--- config.mk ---
export PLATFORM = sky130hd
export DESIGN_NAME = led_cpu_step_ctrl_flat
export DESIGN_NICKNAME = d
export VERILOG_FILES = /design/src/rtl/led_cpu_pkg.sv /design/src/rtl/led_cpu_step_ctrl_if.sv /design/src/rtl/btn_edge_sync.sv /design/src/rtl/led_cpu_step_ctrl.sv /design/src/flat_wrapper.sv
export SDC_FILE = /design/constraint.sdc
export NUM_CORES = 1
export LEC_CHECK = 0
export ABC_AREA = 1
export CORE_AREA = 2 2 67 69
export CTS_CLUSTER_DIAMETER = 50
export DETAILED_ROUTE_END_ITERATION = 7
export DIE_AREA = 0 0 69 71
export GPL_TIMING_DRIVEN = 0
export PLACE_DENSITY = 0.65
export SYNTH_ARGS = -nofsm -noshare
export SYNTH_HDL_FRONTEND = slang
export SYNTH_SLANG_ARGS = --single-unit
--- constraint.sdc ---
create_clock -name mclk -period 2.8 [get_ports mclk]
set_clock_uncertainty 0.15 [all_clocks]
set_input_delay 0.7 -clock mclk [delete_from_list [all_inputs] [get_ports mclk]]
set_output_delay 0.7 -clock mclk [all_outputs]
set_load 0.01 [all_outputs]
--- src/rtl/led_cpu_pkg.sv ---
// Shared encodings for the LED CPU front-panel and pacing logic.
package led_cpu_pkg;

    typedef enum logic [1:0] {
        MODE_HALT = 2'b00,
        MODE_RUN  = 2'b01,
        MODE_STEP = 2'b10,
        MODE_RSVD = 2'b11
    } mode_e;

    typedef enum logic {
        ST_IDLE = 1'b0,
        ST_REQ  = 1'b1
    } state_e;

endpackage

--- src/rtl/led_cpu_step_ctrl_if.sv ---
// Step request/acknowledge handshake between the pacing controller and the CPU.
interface led_cpu_step_ctrl_if;

    logic step_req;
    logic step_ack;

    modport master (output step_req, input step_ack);
    modport slave  (input step_req, output step_ack);

endinterface

--- src/rtl/btn_edge_sync.sv ---
// Two-flop synchroniser for a raw push-button level plus a registered rising-edge pulse.
module btn_edge_sync (
    input  logic clk,
    input  logic rst,
    input  logic btn,
    output logic rise
);

    logic sync_p0;
    logic sync_p1;
    logic dly_p2;
    logic rise_p2;

    always_ff @(posedge clk or posedge rst) begin
        if (rst) begin
            sync_p0 <= 1'b0;
            sync_p1 <= 1'b0;
            dly_p2  <= 1'b0;
            rise_p2 <= 1'b0;
        end else begin
            sync_p0 <= btn;
            sync_p1 <= sync_p0;
            // stage p2: edge detect on the synchronised level
            dly_p2  <= sync_p1;
            rise_p2 <= sync_p1 & ~dly_p2;
        end
    end

    assign rise = rise_p2;

endmodule

--- src/rtl/led_cpu_step_ctrl.sv ---
// Paces LED CPU instruction execution: free-run on a tick ratio, single-step
// from a button, or halt; counts completed handshakes and flags overruns.
module led_cpu_step_ctrl
    import led_cpu_pkg::*;
#(
    parameter int SPD_W = 4,
    parameter int CNT_W = 16
) (
    input  logic                  mclk,
    input  logic                  rst,
    input  logic                  tick,
    input  logic [1:0]            mode,
    input  logic [SPD_W-1:0]      speed,
    input  logic                  step_btn,
    input  logic                  clr_ovr,
    led_cpu_step_ctrl_if.master   cpu,
    output logic                  busy,
    output logic [CNT_W-1:0]      step_cnt,
    output logic                  overrun
);

    state_e             state_q;
    state_e             state_d;
    mode_e              mode_c;
    logic [1:0]         mode_q;
    logic [SPD_W-1:0]   tick_cnt;
    logic               btn_rise;
    logic               run;
    logic               stepm;
    logic               mode_chg;
    logic               in_req;

    btn_edge_sync u_btn (
        .clk  (mclk),
        .rst  (rst),
        .btn  (step_btn),
        .rise (btn_rise)
    );

    assign mode_c   = mode_e'(mode);
    assign run      = (mode_c == MODE_RUN);
    assign stepm    = (mode_c == MODE_STEP);
    assign mode_chg = (mode != mode_q);
    assign in_req   = (state_q == ST_REQ);

    always_ff @(posedge mclk or posedge rst) begin
        if (rst) state_q <= ST_IDLE;
        else     state_q <= state_d;
    end

    // A mode change seen in IDLE swallows that cycle's tick; button edges still count.
    always_comb begin
        state_d = state_q;
        case (state_q)
            ST_IDLE: begin
                if (run && !mode_chg && tick && (tick_cnt == speed))
                    state_d = ST_REQ;
                else if (stepm && btn_rise)
                    state_d = ST_REQ;
            end
            ST_REQ: begin
                if (cpu.step_ack) state_d = ST_IDLE;
            end
            default: state_d = ST_IDLE;
        endcase
    end

    always_ff @(posedge mclk or posedge rst) begin
        if (rst) begin
            mode_q   <= 2'b00;
            tick_cnt <= '0;
            step_cnt <= '0;
            overrun  <= 1'b0;
        end else begin
            mode_q <= mode;
            // Counter wraps naturally at 2^SPD_W when speed drops below it.
            if (!in_req && run && !mode_chg) begin
                if (tick) tick_cnt <= (tick_cnt == speed) ? '0 : tick_cnt + 1'b1;
            end else begin
                tick_cnt <= '0;
            end
            if (in_req && cpu.step_ack) step_cnt <= step_cnt + 1'b1;
            if (in_req && run && tick) overrun <= 1'b1;
            else if (clr_ovr)          overrun <= 1'b0;
        end
    end

    assign cpu.step_req = in_req;
    assign busy         = in_req;

endmodule

--- src/flat_wrapper.sv ---
// flat-port wrapper written by rule: the top's interface ports become plain ports
module led_cpu_step_ctrl_flat import led_cpu_pkg::*;
#(
    parameter int SPD_W = 4,
    parameter int CNT_W = 16
)
  (mclk, rst, tick, mode, speed, step_btn, clr_ovr, busy, step_cnt, overrun, cpu_step_req, cpu_step_ack);
  led_cpu_step_ctrl_if cpu_i ();
  input  logic mclk;
  input  logic rst;
  input  logic tick;
  input  logic [1:0] mode;
  input  logic [SPD_W-1:0] speed;
  input  logic step_btn;
  input  logic clr_ovr;
  output logic busy;
  output logic [CNT_W-1:0] step_cnt;
  output logic overrun;
  output wire logic [$bits(cpu_i.step_req)-1:0] cpu_step_req;
  input wire logic [$bits(cpu_i.step_ack)-1:0] cpu_step_ack;
  assign cpu_step_req = cpu_i.step_req;
  assign cpu_i.step_ack = cpu_step_ack;
  led_cpu_step_ctrl #(.SPD_W(SPD_W), .CNT_W(CNT_W)) u_core (.mclk(mclk), .rst(rst), .tick(tick), .mode(mode), .speed(speed), .step_btn(step_btn), .clr_ovr(clr_ovr), .cpu(cpu_i), .busy(busy), .step_cnt(step_cnt), .overrun(overrun));
endmodule
==> metrics, run 1 <==
Starting Density 0.336; first-pass GRT wire length 4.59 mm; Fin. Hold Viols 0; Post-CTS Resized 0; CP max FO 7; placed cell areas 1770 um^2; final worst slack 497 ps; die height 71 um; post-synth net total 177; clk buf depth 2; hpwl dp 1.90 mm; Final Non-Filler Cells 248; PwrDens approximately 550 nW/um^2; Nets 211; initial antenna violation count 0; DRT Wirelength 2.53 mm; Distinct cells, synth 22; Mapped Area ~1400 um^2; max-slew violation count 0; crit start category register; DR WL/cell ~10 um; Post-CTS Hold Buffers 0; cell total after placement 244; flip-flop and latch area 701 um^2; ANT nets after route 0; Yosys top cell area share 0.496; WP data required just under 2000 ps; leak pwr 0.947 nW; worst hold slack just over 200 ps; dominant cells by area after synthesis dfrtp_1, nand2_1, inv_1; vias post-DR about 1.1k; Peak VDD IR approximately 210 uV; Fin Setup TNS 0 ps; post-synthesis sequential area ratio 0.496; warnings from Yosys 0; Clock Root Buffer clkbuf_8; largest net degree at the start of global routing 29; Slew @ Worst Pin 1040 ps; ratio of cells with drive above 1 in the final layout 0.0867; RSZ-0062 raised after global routing false; design area 1820 um^2; critical path class reg -> out; Core Box Area 4200 um^2; Max Cap Viol 0; drt initial violations 62; Antenna diodes 0; total power 0.997 mW; Core Util, Final 0.434; status completed; Hold/Removal Path Class reg -> reg; IO Port Bufs 29; Crit. End Element output pin; Critical Path AT 1450 ps; Clock Sinks 28; TritonCTS clock tree built; Tot GR Track Use 0.115; 1st-pass router iterations 4; vias per cell between 4 and 5; Die W roughly 70 um; Remaining Overflow, GRT 0; clk_lat worst skew 270 ps; Multi-input gate area ~600 um^2; max_slew headroom 0.308; Final setup viols 0; post-route clock period utilization 0.823; Avg Inst Size Synth 8.67 um^2; total CTS buffers 3; Placement Setup Slack 623 ps; H-tree Lvls 1; fillcell total approximately 440; FP Rows 24; Placer Congestion 0.723; post-layout min period 2300 ps; Fmax about 430 MHz; Boundary Pins 31; Remaining DRCs 0; cell taking the most area after synthesis dfrtp_1; Die ar. 4900 um^2; Post-Synthesis Cells 163; Synth Register Bits 28; clock-pin slew on the worst setup and hold paths roughly 90 ps; vias in the first global route 1,049; number of setup buffers added after CTS 0; synthesis-to-layout area growth 29.1%
==> Yosys cell counts, drive strengths merged <==
master and count:
buf 1, nor3 5, xor2 7, inv 28, nand3 9, nor2 15, ha 2, a31o 1
clkbuf 1, o21ai 2, xnor2 5, dfrtp 28, a21oi 2, nand2 50, nand4 7
==> cell families (layout without fill, tap and decap cells) <==
group | Yosys count | after routing | synth area share
AND/OR/NAND/NOR | 86 | 86 | 0.304
AO/OA/AOI/OAI | 5 | 5 | 0.0204
flip-flops | 28 | 28 | 0.496
buffers and inverters | 30 | 63 | 0.0824
XOR/XNOR | 12 | 12 | 0.0797
adder cells (fa/ha/maj) | 2 | 2 | 0.0177
==> state kept, by name (all words and copies together), names as in the netlist <==
signal	cells
u_core.tick_cnt	4
u_core.busy	1
u_core.u_btn.rise	1
u_core.u_btn.sync_p0	1
u_core.u_btn.dly_p2	1
u_core.overrun	1
u_core.step_cnt	16
u_core.mode_q	2
u_core.u_btn.sync_p1	1
==> cells in the final DEF, fill, tap and decap left out, types with 5 or more instances in the layout <==
master and instances:
nand2_1 46, clkdlybuf4s50_1 29, dfrtp_1 28, inv_1 27, nor2_1 11, nand3_1 8, nand4_1 7, xor2_1 6
xnor2_1 5, nor3_1 5
==> worst max-delay path, cell delays in order, from the launching register on <==
cell	delay [ps]
dfrtp_1	500
buf_4	160
clkdlybuf4s50_1	520
==> per-layer routing <==
layer	part of all wire	up-vias	track usage
li1	-	568	-
met1	0.47	499	0.142
met2	0.47	19	0.191
met3	0.044	4	0.0242
met4	0.018	0	0.0588
met5	0	-	0
==> power breakdown <==
group	internal (mW)	switching [mW]	leakage (nW)
logic	0.136	0.104	0.558
registers	0.446	0.0645	0.360
clock network	0.126	0.121	0.0288
total	0.708	0.289	0.947
==> cell type report <==
type	instances	share of cell area
Buffer	2	0.00618
Tap cell	52	0.0357
Inverter	28	0.0577
Multi-Input combinational cell	105	0.327
Sequential cell	28	0.384
Timing Repair Buffer	29	0.159
Clock buffer	4	0.0302
==> path summary, 6_finish.rpt <==
path,slack (ps),from,to,cells past startpoint
hold reg to reg,210,u_core.u_btn.sync_p0,u_core.u_btn.sync_p1,0
setup reg to reg,1230,u_core.step_cnt[0],u_core.step_cnt[14],8
hold / removal,210,u_core.u_btn.sync_p0,u_core.u_btn.sync_p1,0
min in group asynchronous,810,rst,u_core.u_btn.dly_p2,2
setup / recovery,500,u_core.busy,cpu_step_req,2
max in group asynchronous,1050,rst,u_core.tick_cnt[1],2
No activity file was read; power rests on OpenSTA's default activity.
==> inputs of run 2 (changes only) <==
==> constraint.sdc (replaced) <==
create_clock -name mclk -period 2.2 [get_ports mclk]
set_clock_uncertainty 0.15 [all_clocks]
set_input_delay 0.55 -clock mclk [delete_from_list [all_inputs] [get_ports mclk]]
set_output_delay 0.55 -clock mclk [all_outputs]
set_load 0.01 [all_outputs]
==> run 2 against run 1 <==
Via count about the same. Critical path depth unchanged. Power increased by 27%. Die area unchanged. Final cell count unchanged. Critical endpoint unchanged.
==> metrics, run 2 (synthesis results as in run 1) <==
status completed (unchanged); Max Cap Viol 0 (unchanged); Core Util, Final 0.434 (about the same); most common cell after layout, fill and taps aside nand2_1 (unchanged); Starting Density 0.336 (unchanged); DRT Wirelength 2.51 mm (was 2.53 mm); RSZ-0062 raised after global routing false (unchanged); ratio of cells with drive above 1 in the final layout 0.0918 (was 0.0867); ANT nets after route 0 (unchanged); clk buf depth 2 (unchanged); Antenna diodes 0 (unchanged); Largest regs u_core.step_cnt (16), u_core.tick_cnt (4), u_core.mode_q (2) (unchanged); clk_lat worst skew 270 ps (about the same); 1st-pass router iterations 4 (unchanged); Final setup viols 0 (unchanged); max reg flops 16 (unchanged); Peak VDD IR 269 uV (was 212 uV); Hold/Removal Path Class reg -> reg (unchanged); Fin Setup TNS 0 ps (unchanged); vias in the first global route 1,049 (unchanged); H-tree Lvls 1 (unchanged); largest reg by FF count u_core.step_cnt (unchanged); crit start category register (unchanged); Nets 211 (unchanged); Placer Congestion 0.723 (unchanged); worst hold slack 207 ps (unchanged); hpwl dp 1.90 mm (unchanged); Remaining Overflow, GRT 0 (unchanged); cell total after placement 244 (unchanged); Critical Path AT 1370 ps (was 1450 ps); largest net degree at the start of global routing 29 (unchanged); Clock Sinks 28 (unchanged); Fmax between 400 and 500 MHz; critical path class reg -> out (unchanged); total power 1.27 mW (was 0.997 mW); FP Rows 24 (unchanged); Remaining DRCs 0 (unchanged); vias post-DR 1,091 (was 1,090); first-pass GRT wire length 4.59 mm (unchanged); WP data required 1500 ps (was 1950 ps); IO Port Bufs 29 (unchanged); Boundary Pins 31 (unchanged); fillcell total 437 (was 435); drt initial violations 56 (was 62); Die ar. 4900 um^2 (unchanged); commonest non-fill, non-tap cells in the layout nand2_1, clkdlybuf4s50_1, inv_1, dfrtp_1, nor2_1 (was nand2_1, clkdlybuf4s50_1, dfrtp_1); flip-flop and latch area 702 um^2 (was 701 um^2); Crit. End Element output pin (unchanged); total CTS buffers 3 (unchanged); Multi-input gate area 596 um^2 (unchanged); leak pwr 0.945 nW (was 0.947 nW); post-layout min period 2070 ps; CP max FO 7 (unchanged); final worst slack 129 ps (was 497 ps); Final Non-Filler Cells 248 (unchanged); Fin. Hold Viols 0 (unchanged); Tot GR Track Use 0.115 (unchanged); die height 71 um (unchanged); design area 1820 um^2 (about the same); placed cell areas 1770 um^2 (unchanged); Core Box Area 4200 um^2 (unchanged); Clock Root Buffer clkbuf_8 (unchanged); clock-pin slew on the worst setup and hold paths 90 ps (about the same); post-route clock period utilization 0.941; vias per cell 4.40 (about the same); initial antenna violation count 0 (unchanged); synthesis-to-layout area growth 29.1% (about the same); max-slew violation count 0 (unchanged); Slew @ Worst Pin 1040 ps (about the same); TritonCTS clock tree built (unchanged); DR WL/cell 10.1 um (was 10.2 um); Placement Setup Slack 173 ps (was 623 ps); max_slew headroom 0.309 (was 0.308); Die W 69 um (unchanged); PwrDens 697 nW/um^2 (was 547 nW/um^2)
==> run 2: layer usage <==
metal | GRT usage | vias to the layer above | wire length [um]
met4 | 0.0588 | 0 | 46
met5 | 0 | - | 0
met2 | 0.191 | 19 | 1170
li1 | - | 568 | -
met1 | 0.142 | 500 | 1180
met3 | 0.0242 | 4 | 112
==> run 2: path summary, 6_finish.rpt <==
kind / slack, ps / start / end / cells past startpoint
setup / recovery: 130 / u_core.busy / cpu_step_req / 2
hold / removal: 210 / u_core.u_btn.sync_p0 / u_core.u_btn.sync_p1 / 0
setup reg to reg: 630 / u_core.step_cnt[0] / u_core.step_cnt[14] / 8
hold reg to reg: 210 / u_core.u_btn.sync_p0 / u_core.u_btn.sync_p1 / 0
max in group asynchronous: 530 / rst / u_core.busy / 2
min in group asynchronous: 660 / rst / u_core.u_btn.dly_p2 / 2
==> run 2: where the power goes <==
group / internal [mW] / switching (mW)
clock: 0.160 / 0.154
combinational: 0.174 / 0.132
sequential: 0.569 / 0.0820
total: 0.903 / 0.368
==> run 2: critical path, cell delays in order (launching register included) <==
cell and delay [ps]:
dfrtp_2 450, buf_4 130, clkdlybuf4s50_1 520
==> run 2: layout make-up <==
class | instances | share of cell area
Timing Repair Buffer | 29 | 0.159
Sequential cell | 28 | 0.385
Multi-Input combinational cell | 105 | 0.326
Clock buffer | 4 | 0.0302
Inverter | 28 | 0.0576
Buffer | 2 | 0.00617
Tap cell | 52 | 0.0357
==> run 2: timing repair <==
item	4_1_cts	5_1_grt
hold buffers	0	0
gates resized for setup	0	1
buffers inserted	0	0
endpoints found under the setup margin	0	1
==> inputs of run 3 (changes only) <==
--- a/config.mk
+++ b/config.mk
@@ -14,4 +14,5 @@
 export PLACE_DENSITY = 0.65
 export SYNTH_ARGS = -nofsm -noshare
 export SYNTH_HDL_FRONTEND = slang
+export SYNTH_HIERARCHICAL = 1
 export SYNTH_SLANG_ARGS = --single-unit
==> run 3 against run 2 <==
Non-clock buffer count unchanged. Highest routed layer unchanged. First-iteration DRC count decreased by 7.1%. Combinational power increased by 13%. Worst hold slack improved by 3.0 ps. Sequential share of layout area decreased by 0.11 points. Count of clock-buffer cells in the layout unchanged. Global-route usage decreased by 0.16 points. Power increased by 3.6%. Setup slack improved by 11 ps. Synthesized cell count increased by 3.7%.
==> metrics, run 3 <==
Yosys top cell area share 0.498 (was 0.496); ANT nets after route 0 (unchanged); fillcell total 444 (was 437); warnings from Yosys 6 (was 0); Critical Path Max Stage Delay 520 ps (about the same); ratio of cells with drive above 1 in the final layout 0.0837 (was 0.0918); Sw Pwr 0.390 mW (was 0.368 mW); post-synth net total 183 (was 177); Placer Congestion 0.816 (was 0.723); status completed (unchanged); Fmax 485 MHz (was 483 MHz); Final setup viols 0 (unchanged); Die ar. 4900 um^2 (unchanged); critical path class reg -> out (unchanged); initial antenna violation count 0 (unchanged); combinational share of power 0.263 (was 0.241); crit start category register (unchanged); Clock Power Share 0.240 (was 0.247); uppermost layer routed met4 (unchanged); vias post-DR 1,096 (was 1,091); CP top delay family buffers and inverters (unchanged); die height 71 um (unchanged); crit-path cells buf_4 -> clkdlybuf4s50_1 (unchanged); PwrDens 720 nW/um^2 (was 697 nW/um^2); total CTS buffers 3 (unchanged); Slew @ Worst Pin 935 ps (was 1040 ps); max reg flops 16 (unchanged); WL met1 1.21 mm (was 1.18 mm); DRT Wirelength 2.50 mm (was 2.51 mm); synthesis-to-layout area growth 30.0% (was 29.1%); most common cell in the netlist nand2_1 (unchanged); cell taking the most area after synthesis dfrtp_1 (unchanged); met2 WL post-DR 1.16 mm (was 1.17 mm); first-pass GRT wire length 4.51 mm (was 4.59 mm); 1st-pass router iterations 4 (unchanged); clk buf depth 2 (unchanged); Boundary Pins 31 (unchanged); most common cell after layout, fill and taps aside nand2_1 (unchanged); TritonCTS clock tree built (unchanged); Largest regs u_core/step_cnt (16), u_core/tick_cnt (4), u_core/mode_q (2) (was u_core.step_cnt (16), u_core.tick_cnt (4), u_core.mode_q (2)); H-tree Lvls 1 (unchanged); Nets 218 (was 211); Hold/Removal Path Class reg -> reg (unchanged); number of flops mapped to enable cells by yosys 0 (unchanged); Critical Path AT 1360 ps (was 1370 ps); Remaining DRCs 0 (unchanged); WP data required 1500 ps (about the same); Primary FF master, synth dfrtp_1 (unchanged); FP Rows 24 (unchanged); post-synthesis sequential area ratio 0.498 (was 0.496); commonest non-fill, non-tap cells in the layout nand2_1, inv_1, clkdlybuf4s50_1 (was nand2_1, clkdlybuf4s50_1, inv_1, dfrtp_1, nor2_1); Post-synth top cells nand2_1, inv_1, dfrtp_1 (was nand2_1, dfrtp_1, inv_1); DR WL/cell 9.79 um (was 10.1 um); largest reg by FF count u_core/step_cnt (was u_core.step_cnt); max-slew violation count 0 (unchanged); slowest CP cell clkdlybuf4s50_1 (unchanged); max_slew headroom 0.376 (was 0.309); Clock Sinks 28 (unchanged); IO Port Bufs 30 (was 29); Peak VDD IR 333 uV (was 269 uV); RSZ-0062 raised after global routing false (unchanged); Clock Root Buffer clkbuf_8 (unchanged); Mapped Area 1410 um^2 (about the same); Avg Inst Size Synth 8.33 um^2 (was 8.67 um^2); leak pwr 0.956 nW (was 0.945 nW); Fin Setup TNS 0 ps (unchanged); Sw Ratio 0.296 (was 0.290); Synth Register Bits 28 (unchanged); Core Box Area 4200 um^2 (unchanged); drt initial violations 52 (was 56); vias in the first global route 1,073 (was 1,049); Reg power frac 0.497 (was 0.512); post-layout min period 2060 ps (was 2070 ps); Antenna diodes 0 (unchanged); vias per cell 4.30 (was 4.40); Crit. End Element output pin (unchanged); Die W 69 um (unchanged); met3 WL post-DR 111 um (was 112 um); post-route clock period utilization 0.936 (was 0.941); Worst Path Buf+Inv 2 (unchanged); hpwl dp 1.87 mm (was 1.90 mm); Tot GR Track Use 0.113 (was 0.115); dominant cells by area after synthesis dfrtp_1, nand2_1, inv_1 (unchanged); Remaining Overflow, GRT 0 (unchanged); clk_lat worst skew 270 ps (about the same); worst hold slack 210 ps (was 207 ps); Post-Synthesis Cells 169 (was 163); Distinct cells, synth 20 (was 22); Internal 0.927 mW (was 0.903 mW); Starting Density 0.335 (was 0.336); Fin. Hold Viols 0 (unchanged); largest net degree at the start of global routing 25 (was 29); Post-synth ARST share 1.00 (unchanged); clock-pin slew on the worst setup and hold paths 100 ps (was 90 ps); CP max FO 7 (unchanged); Max Cap Viol 0 (unchanged)
-- run 3: area by class of cell --
class / count / area [um^2] / area share
Inverter: 33 / 124 / 0.0677
Clock buffer: 4 / 55.1 / 0.0301
Multi-Input combinational cell: 107 / 576 / 0.315
Buffer: 1 / 7.51 / 0.00410
Sequential cell: 28 / 702 / 0.384
Timing Repair Buffer: 30 / 300 / 0.164
Tap cell: 52 / 65.1 / 0.0356
-- run 3: what timing repair did --
action	4_1_cts	5_1_grt
hold buffers	0	0
resized for setup	0	1
setup buffers	0	0
setup endpoints to repair	0	1
-- run 3: logic make-up after synthesis --
family	count (synthesis)	synth area share
AND/OR/NAND/NOR	90	0.308
flip-flops	28	0.498
XOR/XNOR	11	0.0684
AO/OA/AOI/OAI	4	0.0142
adder cells (fa/ha/maj)	2	0.0178
buffers and inverters	34	0.0933
-- run 3: routing by layer --
metal,up-vias,global-route usage
met2,17,0.181
met1,499,0.148
li1,578,-
met4,0,0.0327
met3,2,0.0385
met5,-,0
-- run 3: path summary, 6_finish.rpt --
path | depth (start not counted) | slack [ps] | endpoint | start
worst max-delay path | 2 | 140 | cpu_step_req | u_core/busy
worst max register to register | 8 | 740 | u_core/step_cnt[14] | u_core/step_cnt[1]
worst min register to register | 0 | 210 | u_core/u_btn/sync_p1 | u_core/u_btn/sync_p0
max in group asynchronous | 2 | 620 | u_core/busy | rst
worst min-delay path | 0 | 210 | u_core/u_btn/sync_p1 | u_core/u_btn/sync_p0
min in group asynchronous | 2 | 330 | u_core/u_btn/sync_p0 | rst
-- run 3: power by group through the flow --
stage	Sequential [mW]	Clock, mW	Combinational [mW]
2_1_floorplan	0.676	0	0.153
6_report	0.654	0.316	0.347
3_3_place_gp	0.664	0	0.347
3_5_place_dp	0.667	0	0.352
5_1_grt	0.669	0.355	0.384
4_1_cts	0.656	0.336	0.352
-- run 3: per-stage QoR --
stage	worst slack (ps)	instance area (um^2)	utilization	cells	power [mW]
2_1_floorplan	806	1410	-	169	0.829
3_3_place_gp	230	1770	0.422	251	1.01
3_5_place_dp	227	1770	0.422	251	1.02
4_1_cts	51.2	1830	0.435	255	1.34
5_1_grt	83.0	1830	0.435	255	1.41
6_report	140	1830	0.435	255	1.32
